--- src/rtl/acc_reg_file.sv ---
// Dual-read, single-write register file with accumulate-on-write and a sequential clear.
// Define ACC_REG_FILE_SAT_EN to saturate overflowing accumulates; otherwise they wrap.
module acc_reg_file #(
  parameter int WIDTH = 8,
  parameter int DEPTH = 8,
  localparam int AW = (DEPTH > 1) ? $clog2(DEPTH) : 1
) (
  input  logic             clk,
  input  logic             reset,
  input  logic             wr_en,
  input  logic             wr_acc,
  input  logic [AW-1:0]    wr_addr,
  input  logic [WIDTH-1:0] wr_data,
  input  logic             rd_en,
  input  logic [AW-1:0]    rd_addr_a,
  input  logic [AW-1:0]    rd_addr_b,
  output logic [WIDTH-1:0] rd_data_a,
  output logic [WIDTH-1:0] rd_data_b,
  output logic             rd_valid,
  input  logic             clr_start,
  output logic             busy,
  output logic             ovf
);

  // state | meaning
  // IDLE  | normal read/write/accumulate traffic accepted
  // CLEAR | zeroing one entry per cycle at clr_idx; all requests ignored
  typedef enum logic {IDLE, CLEAR} state_t;

  state_t           state;
  logic [AW-1:0]    clr_idx;
  logic [WIDTH-1:0] mem [DEPTH];

  logic             idle, clr_go, wr_go, rd_go, acc_ovf;
  logic             wr_in_range, a_in_range, b_in_range;
  logic [WIDTH-1:0] cur, new_val, rd_val_a, rd_val_b;
  logic [WIDTH:0]   sum;

  always_comb begin
    idle        = (state == IDLE);
    wr_in_range = {1'b0, wr_addr}   < (AW+1)'(DEPTH);
    a_in_range  = {1'b0, rd_addr_a} < (AW+1)'(DEPTH);
    b_in_range  = {1'b0, rd_addr_b} < (AW+1)'(DEPTH);
    clr_go      = idle && clr_start;
    wr_go       = idle && !clr_start && wr_en && wr_in_range;
    rd_go       = idle && rd_en;

    cur     = wr_in_range ? mem[wr_addr] : '0;
    sum     = {1'b0, cur} + {1'b0, wr_data};
    acc_ovf = wr_acc && sum[WIDTH];
    if (!wr_acc) begin
      new_val = wr_data;
    end else if (sum[WIDTH]) begin
`ifdef ACC_REG_FILE_SAT_EN
      new_val = '1;
`else
      new_val = sum[WIDTH-1:0];
`endif
    end else begin
      new_val = sum[WIDTH-1:0];
    end

    // write-first bypass so a same-cycle read sees the post-write value
    rd_val_a = '0;
    if (a_in_range) rd_val_a = (wr_go && rd_addr_a == wr_addr) ? new_val : mem[rd_addr_a];
    rd_val_b = '0;
    if (b_in_range) rd_val_b = (wr_go && rd_addr_b == wr_addr) ? new_val : mem[rd_addr_b];
  end

  always_ff @(posedge clk) begin
    if (reset) begin
      state     <= IDLE;
      clr_idx   <= '0;
      busy      <= 1'b0;
      ovf       <= 1'b0;
      rd_valid  <= 1'b0;
      rd_data_a <= '0;
      rd_data_b <= '0;
      for (int i = 0; i < DEPTH; i++) mem[i] <= '0;
    end else begin
      rd_valid <= 1'b0;
      case (state)
        IDLE: begin
          if (clr_go) begin
            state   <= CLEAR;
            busy    <= 1'b1;
            clr_idx <= '0;
            ovf     <= 1'b0;
          end else if (wr_go) begin
            mem[wr_addr] <= new_val;
            if (acc_ovf) ovf <= 1'b1;
          end
          if (rd_go) begin
            rd_data_a <= rd_val_a;
            rd_data_b <= rd_val_b;
            rd_valid  <= 1'b1;
          end
        end
        CLEAR: begin
          mem[clr_idx] <= '0;
          if (clr_idx == AW'(DEPTH - 1)) begin
            state <= IDLE;
            busy  <= 1'b0;
          end else begin
            clr_idx <= clr_idx + 1'b1;
          end
        end
        default: state <= IDLE;
      endcase
    end
  end

endmodule

--- config.mk ---
export PLATFORM = sky130hd
export DESIGN_NAME = acc_reg_file
export DESIGN_NICKNAME = d
export VERILOG_FILES = /design/src/rtl/acc_reg_file.sv
export SDC_FILE = /design/constraint.sdc
export NUM_CORES = 1
export LEC_CHECK = 0
export CORE_MARGIN = 2
export CORE_UTILIZATION = 59
export CTS_CLUSTER_SIZE = 20
export DETAILED_ROUTE_END_ITERATION = 10
export PLACE_DENSITY = 0.82
export SLEW_MARGIN = 20
export SYNTH_ARGS = -nofsm -noshare
export SYNTH_HDL_FRONTEND = slang
export SYNTH_SLANG_ARGS = --single-unit
--- constraint.sdc ---
create_clock -name clk -period 4.67 [get_ports clk]
set_input_delay 0.467 -clock clk [delete_from_list [all_inputs] [get_ports clk]]
set_output_delay 0.467 -clock clk [all_outputs]
set_load 0.05 [all_outputs]
==> out/summary.txt <==
Outcome -> finished clean
Routed WL per cell -> 24.5 µm
Pint -> 1.30 mW
Total negative slack -> 0 ns
# setup viols final -> 0
Primary FF master, synth -> edfxtp_1
Sw Pwr -> 0.577 mW
Footprint of the multi-input gates -> 2750 µm²
Clock Latency Late Sink -> 0.36 ns
Leakage power -> 2.12 nW
Post-Synth Adder-Cell Area -> 2.75%
Initial Util -> 60.8%
Worst path max stage delay -> 0.70 ns
Final Hold Viols -> 0
TritonCTS Buffers -> 9
Initial DRT Pass Iterations -> 5
Post-route DRC -> 0
Largest net degree at the start of global routing -> 22
Post-Synth Simple-Gate Area -> 12.5%
Worst-path clk slew -> 0.10 ns
Multiplexer area fraction after synthesis -> 27.0%
RSZ-0062 raised after global routing -> no
Gr ovfl total -> 0
Data arrival, critical path -> 4.33 ns
Ordered list of cells on the worst path -> clkdlybuf4s50_1 > mux4_2 > mux2_2 > ha_1 > fa_1 > a21o_1 > a221oi_1 > nand3b_1 > o2111ai_1 > o221ai_1
Slew headroom -> 26.6%
Comb pwr share -> 22.3%
Placed Area -> 5760 µm²
Die Width -> 98.6 µm
Post-synth EDFFs -> 64
FILL cells -> 620
Sequential fraction of design power -> 48.1%
Fin cells -> 567
Max-cap violation count -> 0
Synth warn -> 0
Crit path capture type -> flip-flop
Final Skew -> 0.00833 ns
Syn Inst Count -> 419
Final Slew Violations -> 0
Total global-route track usage -> 29.6%
Compound-cell area share of the yosys netlist -> 8.42%
Net Sw Frac -> 30.7%
Die Y-Extent -> 98.6 µm
CTS tree -> done
Async SR Flop Fraction -> 0%
Ports -> 42
Mapped Avg Cell Area -> 12.6 µm²
Drt total wl -> 13,900 µm
Yosys top cell area share -> 36.4%
Hold buffer count at CTS -> 0
CP max-delay cell -> clkdlybuf4s50_1
Die area -> 9720 µm²
Critical-path maximum fanout -> 10
Final Instance Area -> 5970 µm²
CP required -> 4.94 ns
Setup CP Type -> primary input to flip-flop
Tcrit/Tclk final -> 86.8%
Peak VDD IR -> 0.209 mV
CORE AREA -> 8680 µm²
Syn nets -> 453
RD Place Congestion -> 0.902
Synthesis-stage register bit count -> 87
Fmax -> 247 MHz
First-pass GRT wire length -> 21,700 µm
Register area share after synthesis -> 45.2%
Area growth, synth to finish -> 13.1%
Seq. cell area -> 2380 µm²
Post-CTS sizing -> 0
Final HPWL DP -> 10,100 µm
Share of layout cells above drive strength 1 -> 20.7%
N_diodes -> 0
CTS Root Buffer Type -> clkbuf_8
H-tree levels -> 3
Main area contributors after synthesis -> edfxtp_1 36%, mux4_2 20%, dfxtp_1 8.7%
Post-DRT Antenna Nets -> 0
Synth Cell Area -> 5280 µm²
CTS max path bufs -> 2
Period minus WS final -> 4.05 ns
Yosys cell types -> 46
Clock power frac -> 29.6%
Drt via density -> 6.95
Hold WC Path Type -> flip-flop to flip-flop
Slew @ Worst Pin -> 1.10 ns
CTS Sinks -> 87
Final Power -> 1.88 mW
Post-CTS Setup Repair Bufs -> 0
Fin nets -> 488
Largest family of logic cells by synthesized area -> multiplexers
Post-Synth XOR/XNOR Area -> 1.33%
Std-Cell Rows -> 34
Yosys top cell by area -> edfxtp_1
Placed cell count -> 551
1st-iter DRT viols -> 484
Startpoint types -> primary input
Initial antenna violation count -> 0
Vias after detailed routing -> 3,938
Vias in the first global route -> 3,964
Number of port buffers -> 41
Pwr Density -> 314 nW/µm²
critical path: cells and delay by family:
kind                       cells  cell delay [ns]
AOI/OAI and AO/OA              4             1.51
muxes                          2             0.85
adders and majority gates      2             0.63
and+or+nand+nor                1             0.16
buffers and inverters          1             0.70
registers in the layout (all words and copies together) (netlist names):
name       cells
rd_data_b      8
state          1
rd_valid       1
ovf            1
busy           1
rd_data_a      8
clr_idx        3
mem           64
final timing paths:
path,from,end,slack [ns],depth (start not counted)
worst max-delay path,wr_addr[0],rd_data_b[6]$_SDFFE_PP0P_,0.62,10
worst min-delay path,rd_data_a[5]$_SDFFE_PP0P_,rd_data_a[5]$_SDFFE_PP0P_,0.47,2
worst max register to register,mem[3][0]$_SDFFCE_PN0P_,rd_data_b[6]$_SDFFE_PP0P_,1.04,9
worst min register to register,rd_data_a[5]$_SDFFE_PP0P_,rd_data_a[5]$_SDFFE_PP0P_,0.47,2
Yosys cell counts, drive strengths merged (12+ instances only):
cell type / count
nand2b: 13
buf: 16
mux2i: 16
edfxtp: 64
mux2: 15
mux4: 48
o211ai: 14
nand2: 34
nor2: 75
o221ai: 12
dfxtp: 23
power by group through the flow:
stage,Sequential [mW],Clock (mW),Combinational (mW)
2_1_floorplan,0.939,0,0.253
4_1_cts,0.900,0.554,0.412
6_report,0.901,0.556,0.419
3_5_place_dp,0.917,0,0.408
3_3_place_gp,0.912,0,0.401
5_1_grt,0.906,0.582,0.443
kinds of logic after synthesis:
kind of cell,count (synthesis)
AO/OA/AOI/OAI,60
XOR/XNOR,8
adder cells (fa/ha/maj),11
buffers and inverters,32
flip-flops,87
multiplexers,79
AND/OR/NAND/NOR,142
routing by layer:
metal | part of all wire [%] | vias up | track usage (%)
li1 | - | 1697 | -
met1 | 37 | 1915 | 38.9
met2 | 50 | 278 | 49.1
met3 | 10 | 48 | 5.89
met4 | 3.0 | 0 | 11.4
met5 | 0 | - | 0
layout make-up:
cell class | count | share of cell area [%]
sequential | 87 | 39.9
clock inverter | 7 | 1.34
inverter | 6 | 0.377
timing repair buffer | 50 | 8.01
tap | 108 | 2.26
multi-input combinational | 300 | 46.0
clock buffer | 9 | 2.08
per-stage QoR:
| stage | setup WS [ns] | hold WS [ns] | utilization, % |
|---|---|---|---|
| 4_1_cts | 0.680 | 0.470 | 68.7 |
| 3_3_place_gp | 0.465 | 0.450 | 66.4 |
| 5_1_grt | 0.371 | 0.508 | 68.8 |
| 2_1_floorplan | 0.973 | 0.574 | - |
| 6_report | 0.617 | 0.470 | 68.8 |
| 3_5_place_dp | 0.309 | 0.446 | 66.4 |
layout by cell type, fill, tap and decap left out, drive strengths merged, types with 12 or more instances in the layout:
cell / synthesis / final
nor2: 75 / 75
nand2b: 13 / 13
mux2i: 16 / 16
dfxtp: 23 / 23
mux2: 15 / 15
nand2: 34 / 34
o211ai: 14 / 14
clkdlybuf4s50: 0 / 41
edfxtp: 64 / 64
o221ai: 12 / 12
mux4: 48 / 48
Power figures use the tool's default switching activity.
